### src/rtl/freq_lock_meter.sv
`default_nettype none
// ============================================================================
// Module   : freq_lock_meter
// Purpose  : Gated multi-channel zero-crossing frequency meter with lock
//            detection of every channel against channel 0.
// Revision : 1.0  initial release
// ============================================================================
module freq_lock_meter #(
   parameter int DATA_WIDTH  = 14,
   parameter int CHANNELS    = 2,
   parameter int COUNT_WIDTH = 32,
   parameter int GATE_CYCLES = 1000000,
   parameter int HYST        = 64,
   parameter int LOCK_TOL    = 2,
   parameter int LOCK_GATES  = 4
) (
   input  logic                            clock,
   input  logic                            Reset,
   input  logic                            enable,
   input  logic [CHANNELS*DATA_WIDTH-1:0]  sample_in,
   output logic [CHANNELS*COUNT_WIDTH-1:0] freq_count,
   output logic                            count_valid,
   output logic [CHANNELS-1:0]             overflow,
   output logic                            locked,
   output logic                            lock_lost
);

   localparam int c_gate_w   = $clog2(GATE_CYCLES);
   localparam int c_streak_w = $clog2(LOCK_GATES + 1);

   localparam logic [c_gate_w-1:0]          c_gate_last   = c_gate_w'(GATE_CYCLES - 1);
   localparam logic [c_streak_w-1:0]        c_streak_full = c_streak_w'(LOCK_GATES);
   localparam logic [COUNT_WIDTH-1:0]       c_cnt_max     = '1;
   localparam logic [COUNT_WIDTH:0]         c_tol         = (COUNT_WIDTH+1)'(LOCK_TOL);
   localparam logic signed [DATA_WIDTH-1:0] c_pos_th      = DATA_WIDTH'(HYST);
   localparam logic signed [DATA_WIDTH-1:0] c_neg_th      = DATA_WIDTH'(-HYST);

   typedef enum logic [1:0] {
      S_IDLE    = 2'd0,
      S_ARM     = 2'd1,
      S_MEASURE = 2'd2
   } state_t;

   state_t                                  r_state;
   logic [CHANNELS*DATA_WIDTH-1:0]          r_sample;
   logic [c_gate_w-1:0]                     r_gate_cnt;
   logic [c_streak_w-1:0]                   r_streak;
   logic [CHANNELS-1:0]                     r_arm;
   logic [CHANNELS-1:0]                     r_ovf;
   logic [CHANNELS-1:0][COUNT_WIDTH-1:0]    r_acc;

   logic [CHANNELS-1:0]                     w_arm_nxt;
   logic [CHANNELS-1:0]                     w_ovf_nxt;
   logic [CHANNELS-1:0]                     w_match;
   logic [CHANNELS-1:0][COUNT_WIDTH-1:0]    w_acc_nxt;
   logic                                    w_gate_end;
   logic                                    w_pass;
   logic [c_streak_w-1:0]                   w_streak_nxt;

   generate
      for (genvar i = 0; i < CHANNELS; i++) begin : g_ch
         logic signed [DATA_WIDTH-1:0] w_smp;
         logic                         w_low;
         logic                         w_high;
         logic                         w_cross;

         assign w_smp   = r_sample[i*DATA_WIDTH +: DATA_WIDTH];
         assign w_low   = (w_smp <= c_neg_th);
         assign w_high  = (w_smp >= c_pos_th);
         assign w_cross = r_arm[i] & w_high;

         // Between the thresholds the arm flag simply holds.
         assign w_arm_nxt[i] = w_low | (r_arm[i] & ~w_high);
         assign w_ovf_nxt[i] = r_ovf[i] | (w_cross & (r_acc[i] == c_cnt_max));
         assign w_acc_nxt[i] = (w_cross && (r_acc[i] != c_cnt_max))
                               ? r_acc[i] + COUNT_WIDTH'(1) : r_acc[i];

         if (i == 0) begin : g_ref
            assign w_match[i] = 1'b1;
         end else begin : g_cmp
            logic [COUNT_WIDTH:0] w_diff;
            logic [COUNT_WIDTH:0] w_abs;
            assign w_diff     = {1'b0, w_acc_nxt[i]} - {1'b0, w_acc_nxt[0]};
            assign w_abs      = w_diff[COUNT_WIDTH] ? -w_diff : w_diff;
            assign w_match[i] = (w_abs <= c_tol);
         end
      end
   endgenerate

   assign w_gate_end   = (r_gate_cnt == c_gate_last);
   assign w_pass       = (&w_match) & ~(|w_ovf_nxt);
   assign w_streak_nxt = (r_streak == c_streak_full) ? r_streak : r_streak + c_streak_w'(1);

   always_ff @(posedge clock or negedge Reset) begin
      if (!Reset) begin
         r_state     <= S_IDLE;
         r_sample    <= '0;
         r_gate_cnt  <= '0;
         r_streak    <= '0;
         r_arm       <= '0;
         r_ovf       <= '0;
         r_acc       <= '0;
         freq_count  <= '0;
         overflow    <= '0;
         count_valid <= 1'b0;
         locked      <= 1'b0;
         lock_lost   <= 1'b0;
      end else begin
         r_sample    <= sample_in;
         count_valid <= 1'b0;
         lock_lost   <= 1'b0;
         case (r_state)
            S_IDLE: begin
               if (enable) r_state <= S_ARM;
            end
            S_ARM: begin
               r_arm      <= '0;
               r_ovf      <= '0;
               r_acc      <= '0;
               r_gate_cnt <= '0;
               r_state    <= S_MEASURE;
            end
            S_MEASURE: begin
               if (!enable) begin
                  r_state  <= S_IDLE;
                  r_streak <= '0;
                  locked   <= 1'b0;
               end else begin
                  r_arm <= w_arm_nxt;
                  if (w_gate_end) begin
                     // Publish includes the terminal-cycle crossing; next gate starts at once.
                     freq_count  <= w_acc_nxt;
                     overflow    <= w_ovf_nxt;
                     count_valid <= 1'b1;
                     r_acc       <= '0;
                     r_ovf       <= '0;
                     r_gate_cnt  <= '0;
                     if (w_pass) begin
                        r_streak <= w_streak_nxt;
                        if (w_streak_nxt == c_streak_full) locked <= 1'b1;
                     end else begin
                        r_streak  <= '0;
                        locked    <= 1'b0;
                        lock_lost <= locked;
                     end
                  end else begin
                     r_acc      <= w_acc_nxt;
                     r_ovf      <= w_ovf_nxt;
                     r_gate_cnt <= r_gate_cnt + c_gate_w'(1);
                  end
               end
            end
            default: r_state <= S_IDLE;
         endcase
      end
   end

endmodule
`default_nettype wire

### config.mk
export PLATFORM = sky130hd
export DESIGN_NAME = freq_lock_meter
export DESIGN_NICKNAME = d
export VERILOG_FILES = /design/src/rtl/freq_lock_meter.sv
export SDC_FILE = /design/constraint.sdc
export NUM_CORES = 1
export LEC_CHECK = 0
export BUFFER_PORTS_ARGS = -buffer_cell sky130_fd_sc_hd__clkbuf_2
export CORE_UTILIZATION = 30
export DETAILED_ROUTE_END_ITERATION = 10
export PLACE_DENSITY = 0.54
export SYNTH_ARGS = -nofsm -noshare
export SYNTH_HDL_FRONTEND = slang
export SYNTH_SLANG_ARGS = --single-unit
### constraint.sdc
create_clock -name clock -period 5.9 [get_ports clock]
set_clock_uncertainty 0.05 [all_clocks]
set_input_delay 1.77 -clock clock [delete_from_list [all_inputs] [get_ports clock]]
set_output_delay 1.77 -clock clock [all_outputs]
set_load 0.05 [all_outputs]
==> results of run 1 <==
[logic make-up (layout without fill, tap and decap cells)]
group | count (synthesis) | after routing
multiplexers | 9 | 9
buffers and inverters | 113 | 459
XOR/XNOR | 84 | 84
AO/OA/AOI/OAI | 453 | 453
flip-flops | 190 | 190
AND/OR/NAND/NOR | 650 | 650
adder cells (fa/ha/maj) | 31 | 31
[worst max-delay path by stage]
stage	to	slack, ps	cells after the start
finish	r_streak[2]	130	20
global route	r_streak[2]	-100	26
CTS	r_streak[0]	3	24
detailed placement	r_streak[2]	-280	26
global placement	r_streak[2]	-250	29
floorplan	r_streak[2]	10	24
[worst max-delay path, cell delays in order (launching register included)]
cell and delay (ps):
dfrtp_1 390, ha_2 200, nand3_2 80, nor3_2 50, buf_4 150, a31o_2 310
buf_4 220, or4_1 560, o211ai_4 150, nand2_1 110, or4_4 540, nor3b_4 370
or2_1 220, a311oi_4 120, or4_4 610, nand4bb_4 250, or4_4 450, a211oi_4 270
o2111a_2 250, nand4_4 130, a211oi_2 210
[stage by stage]
| step | cells | worst slack (ps) | hold WS [ps] | TNS (ps) | cell area (µm²) |
|---|---|---|---|---|---|
| global route | 2415 | -97.4 | 450 | -228 | 17400 |
| global placement | 2344 | -255 | 398 | -1000 | 15700 |
| finish | 2415 | 133 | 418 | 0 | 17400 |
| floorplan | 1530 | 11.4 | 406 | 0 | 12900 |
| detailed placement | 2344 | -276 | 407 | -972 | 15700 |
| CTS | 2393 | 2.96 | 422 | 0 | 16600 |
[cell usage in the layout (no fill, tap or decap), types with 12 or more instances in the layout]
| cell type | netlist | routed |
|---|---|---|
| clkbuf_2 | 1 | 98 |
| nand4_1 | 39 | 39 |
| buf_4 | 3 | 289 |
| or3_1 | 14 | 13 |
| o21a_1 | 15 | 15 |
| dfrtp_1 | 190 | 190 |
| clkbuf_16 | 0 | 17 |
| and4_1 | 15 | 15 |
| nor3_1 | 42 | 37 |
| xor2_1 | 34 | 21 |
| o21ai_0 | 177 | 172 |
| a31oi_1 | 16 | 13 |
| nand3_1 | 57 | 52 |
| ha_1 | 27 | 20 |
| and3_1 | 32 | 29 |
| xnor2_1 | 43 | 32 |
| nor2_1 | 99 | 91 |
| nor4_1 | 26 | 13 |
| xnor2_2 | 1 | 12 |
| and2_1 | 21 | 20 |
| o31ai_1 | 22 | 19 |
| nand2_1 | 237 | 233 |
| inv_1 | 35 | 34 |
| a21oi_1 | 66 | 61 |
| a21o_1 | 20 | 20 |
| o22ai_1 | 12 | 12 |
[where the power goes]
group / leakage (nW) / switching, mW / internal (mW)
clock network: 0.328 / 0.608 / 0.734
registers: 2.59 / 0.0329 / 1.33
logic: 5.08 / 1.70 / 1.29
total: 7.99 / 2.34 / 3.36
[registers in the layout (all words and copies together) (netlist names)]
signal       cells
r_arm            2
lock_lost        1
overflow         2
r_ovf            2
r_streak         3
r_state          2
count_valid      1
freq_count      64
locked           1
r_sample        28
r_acc           64
r_gate_cnt      20
[area by class of cell]
type	instances	area (µm²)	share of cell area, %
well taps	539	674	3.89
repair buffers	391	2720	15.7
clock inverters	15	251	1.45
flip-flops and latches	190	4750	27.4
inverters	36	135	0.779
multi-input cells	1227	8400	48.4
clock buffers	17	425	2.45
[per-layer routing]
layer  vias to the layer above  part of all wire (%)  wire [µm]
met2                       401                    44      20300
met4                         0                   3.2       1480
li1                       6290                     -          -
met3                        69                   4.8       2180
met5                         -                     0          0
met1                      6377                    48      21800
[repair_timing]
item	in CTS	in global routing
resized for setup	20	108
pin swaps	15	52
endpoints found under the hold margin	0	0
setup endpoints to repair	5	5
setup buffers	17	22
==> results.yml, run 1 <==
placed_design:
  finalWeightedCongestion: 0.956
  post-dp-hpwl_um: 34400
  port_buffers: 99
critical_path:
  critical_path_arrival_ps: 6120
  critPathLaunchType: "register"
  worstPathMaxFanout: 16
  worstSetupStartpoint: "r_acc[0]"
  ff2ff_path_depth: 20
  worst-r2r-setup-slack_ps: 130
  rr_endpoint: "r_streak[2]"
  cp-end-kind: "register"
  critPathRequiredTime_ps: 6250
  timing_worst_setup_path_type: "reg -> reg"
  crit-reg2reg-launch: "r_acc[0]"
yosys:
  syn_area_um2: 12900
  synth_commonest_cells: "nand2_1, dfrtp_1, o21ai_0"
  post_synthesis_xor_xnor_area_fraction_pct: 6.44
  post-synth-top-count-cell: "nand2_1"
  synthTopCellsByArea: "dfrtp_1, nand2_1, o21ai_0"
  ys_seq_area_share_pct: 36.9
  synthesis_stage_register_bit_count: 190
  synth_enable_flop_cells: 0
  synth_top_family_by_area: "simple AND/OR/NAND/NOR gates"
  synth.yosys.warnings: 0
  synth-compound-area-share_pct: 23.0
  postSynthCellCount: 1530
  post_synth.cell_area_avg_um2: 8.43
  synth.lib_cells_used.distinct: 112
  synth_simple_gate_area_share_pct: 26.2
  ys_async_sr_fraction_pct: 100
  post-synth-top-area-fraction_pct: 36.9
  postSynthNetCount: 1588
  synth_adder_area_share_pct: 2.94
  netlist.top_cell.by_area: "dfrtp_1"
  synth.mux.area_fraction_pct: 0.737
  synth_flop_cell: "dfrtp_1"
drt:
  drt-total-wl_um: 45700
  routed_wire_length_per_instance_um: 18.9
  initialDrtViolationCount: 970
  overall_via_count_from_detail_route: 13100
  route.detailed.vias_per_inst: 5.44
  remaining_drc_errors: 0
  detail-route-antenna-nets: 0
  drt_pass1_iterations: 6
global_route:
  global_route.usage.met3_pct: 2.92
  globalRoute.totalOverflow: 0
  grt_pass1_wl_um: 71400
  grt_start_max_net_pins: 117
  grt_use_met1_pct: 29.7
  grtUsageMet2_pct: 32.4
  grt_most_used_layer: "met2"
  antenna_violations_before_repair: 0
  groute.usage.overall_pct: 21.1
  grt_pass1_vias: 12500
clock_tree:
  cts_inserted_buffers: 17
  cts_max_level: 4
  holdBufCountCts: 0
  clkLatencyLatePin_ps: 490
  numClockSinks: 190
  clk_pin_slew_ps: 80
  clockBufferDepth: 2
  cts.root.buffer_cell: "clkbuf_16"
  clock_tree_from_tritoncts: "done"
floorplanning:
  die_width_um: 209
  design.die.area_um2: 43800
  core.rowCount: 75
  io_pins: 100
  design.core.area_um2: 42100
  fp.dieH_um: 209
  initial_utilization_pct: 30.6
cells_and_area:
  n_antenna_cell: 0
  area_delta_synth_final_pct: 34.6
  fillCellCount: 4202
  postLayoutCoreUtil_pct: 41.2
  drive_above_1_share_pct: 31.3
  design.final.nets: 1921
pwr:
  leakagePower_nw: 7.99
  finalPower_mw: 5.70
  powerDensity_nw_per_um2: 329
  irDropWorstVdd_uv: 241
timing:
  rsz0062_at_grt: "true"
  achievable_frequency_ghz: 0.173
  timing.max_slew.rel_slack_pct: 26.9
  tightest_slew_ps: 1100
  min_period_ps: 5770
  period_share_pct: 97.7
  hold_viol_final: 0
  report.final.setup_viol: 0
  final_report_max_slew_violation_count: 0
outcome:
  run_status: "finished clean"
run:
  max-cap-violations: 0
hold_path:
  hold_path_end: "freq_count[52]"
  min_delay_path_depth: 2
  min-delay-start: "freq_count[52]"
  min-delay-path-class: "reg -> reg"
(Power assumes the default switching activity.)
==> run 2, diff against run 1 <==
--- a/config.mk
+++ b/config.mk
@@ -8,7 +8,7 @@
 export BUFFER_PORTS_ARGS = -buffer_cell sky130_fd_sc_hd__clkbuf_2
 export CORE_UTILIZATION = 30
 export DETAILED_ROUTE_END_ITERATION = 10
-export PLACE_DENSITY = 0.54
+export PLACE_DENSITY = 0.53
 export SYNTH_ARGS = -nofsm -noshare
 export SYNTH_HDL_FRONTEND = slang
 export SYNTH_SLANG_ARGS = --single-unit
==> constraint.sdc (replaced) <==
create_clock -name clock -period 7.5 [get_ports clock]
set_clock_uncertainty 0.05 [all_clocks]
set_input_delay 2.25 -clock clock [delete_from_list [all_inputs] [get_ports clock]]
set_output_delay 2.25 -clock clock [all_outputs]
set_load 0.05 [all_outputs]
==> run 2 against run 1 <==
Compared with the run above: sequential cell count did not move; critical path type unchanged; die area is the same; worst hold slack gained 1.0 ps.
==> results.yml, run 2 (synthesis gave the netlist of run 1 again) <==
pwr:
  finalPower_mw: 3.81
  leakagePower_nw: 6.47
  powerDensity_nw_per_um2: 261
  irDropWorstVdd_uv: 140
floorplanning:
  design.core.area_um2: 42100
  core.rowCount: 75
  io_pins: 100
  fp.dieH_um: 209
  design.die.area_um2: 43800
  die_width_um: 209
  initial_utilization_pct: 30.6
drt:
  routed_wire_length_per_instance_um: 19.5
  drt-total-wl_um: 41900
  remaining_drc_errors: 0
  initialDrtViolationCount: 1033
  overall_via_count_from_detail_route: 12000
  route.detailed.vias_per_inst: 5.61
  drt_pass1_iterations: 7
  detail-route-antenna-nets: 0
clock_tree:
  clk_pin_slew_ps: 80
  holdBufCountCts: 0
  clock_tree_from_tritoncts: "done"
  clockBufferDepth: 2
  numClockSinks: 190
  cts.root.buffer_cell: "clkbuf_16"
  cts_max_level: 4
  clkLatencyLatePin_ps: 470
  cts_inserted_buffers: 17
global_route:
  grt_pass1_wl_um: 66100
  globalRoute.totalOverflow: 0
  grt_pass1_vias: 11300
  antenna_violations_before_repair: 0
  groute.usage.overall_pct: 19.4
  grt_start_max_net_pins: 115
placed_design:
  post-dp-hpwl_um: 31300
  finalWeightedCongestion: 0.908
  place_worst_setup_slack_ps: 142
  port_buffers: 99
cells_and_area:
  area_used_by_sequential_logic_in_the_layout_um2: 4750
  layout_commonest_cell: "nand2_1"
  design.final.nets: 1653
  postLayoutCoreUtil_pct: 34.6
  area_delta_synth_final_pct: 13.1
  reg_top3: "freq_count x64, r_acc x64, r_sample x28"
  multiInputGateArea_um2: 7720
  n_antenna_cell: 0
  drive_above_1_share_pct: 14.1
  fillCellCount: 4394
  most-common-layout-cells: "nand2_1, dfrtp_1, o21ai_0"
critical_path:
  critPathRequiredTime_ps: 7830
  crit-reg2reg-launch: "r_acc[0]"
  worstPathMaxFanout: 7
  critPathLaunchType: "register"
  worstSetupStartpoint: "r_acc[0]"
  timing_worst_setup_path_type: "reg -> reg"
  cp-end-kind: "register"
  critical_path_arrival_ps: 7390
timing:
  report.final.setup_viol: 0
  fin_worst_hold_slack_ps: 419
  final_report_max_slew_violation_count: 0
  period_share_pct: 94.1
  hold_viol_final: 0
  timing.max_slew.rel_slack_pct: 28.1
  tightest_slew_ps: 1080
  post-route-worst-setup-slack_ps: 441
  achievable_frequency_ghz: 0.142
  min_period_ps: 7060
hold_path:
  min-delay-path-class: "reg -> reg"
  min-delay-start: "freq_count[61]"
run:
  max-cap-violations: 0
outcome:
  run_status: "finished clean"
[run 2: cell types whose count changed in the layout (fill, tap and decap cells not counted), sizes merged]
cell,delta
buf,-268
clkinv,-3
clkbuf,+2
clkinvlp,+2
bufinv,-1
[run 2: area by class of cell]
class | count | share of cell area, %
sequential | 190 | 32.6
timing repair buffer | 123 | 4.69
multi-input combinational | 1227 | 52.9
clock buffer | 19 | 3.04
inverter | 36 | 0.926
tap | 539 | 4.62
clock inverter | 13 | 1.21
[run 2: critical path: stages, from the launching register on]
cell and delay, ps:
dfrtp_1 440, ha_1 260, nand3_2 180, nor3_2 100
a31oi_2 410, nand4_1 300, nor3_1 290, xnor2_1 230
ha_1 390, a21o_1 260, a21o_1 240, a21oi_1 280
o21bai_1 120, a21oi_1 150, o21ai_0 210, or3b_1 460
a31o_1 260, a221oi_2 380, nand4_2 260, nand4bb_4 380
or4_1 440, a211oi_2 230, o2111a_2 280, nand4_4 120
a211oi_2 240
[run 2: metrics by stage]
stage	cell area, µm²	setup TNS, ps	std cells
2_1_floorplan	12900	0	1530
4_1_cts	14500	0	2145
3_5_place_dp	13900	0	2113
3_3_place_gp	13900	0	2113
5_1_grt	14600	-10.2	2147
6_report	14600	0	2147
[run 2: path summary, 6_finish.rpt]
check	end	slack, ps	cells past startpoint
max	r_streak[2]	440	24
min	freq_count[61]	420	2
max reg2reg	r_streak[2]	440	24
min reg2reg	freq_count[61]	420	2
max in group asynchronous	freq_count[15]	4290	2
min in group asynchronous	r_sample[16]	1810	1
[run 2: power by group]
group,internal [mW],total (mW),leakage [nW],switching (mW)
logic,0.616,1.74,3.58,1.13
clock network,0.542,0.988,0.299,0.445
registers,1.05,1.08,2.59,0.0288
total,2.21,3.81,6.47,1.60
[run 2: layer usage]
metal,vias up,share of wire (%),GRT usage (%)
met4,0,2.8,7.58
met1,5838,48,27.6
met5,-,0,0
li1,5774,-,-
met2,377,44,29.3
met3,53,5.1,3.04
[run 2: repair_timing]
| item | 4_1_cts | 5_1_grt |
|---|---|---|
| setup endpoints to repair | 0 | 5 |
| resized for setup | 0 | 8 |
| setup buffers | 0 | 2 |
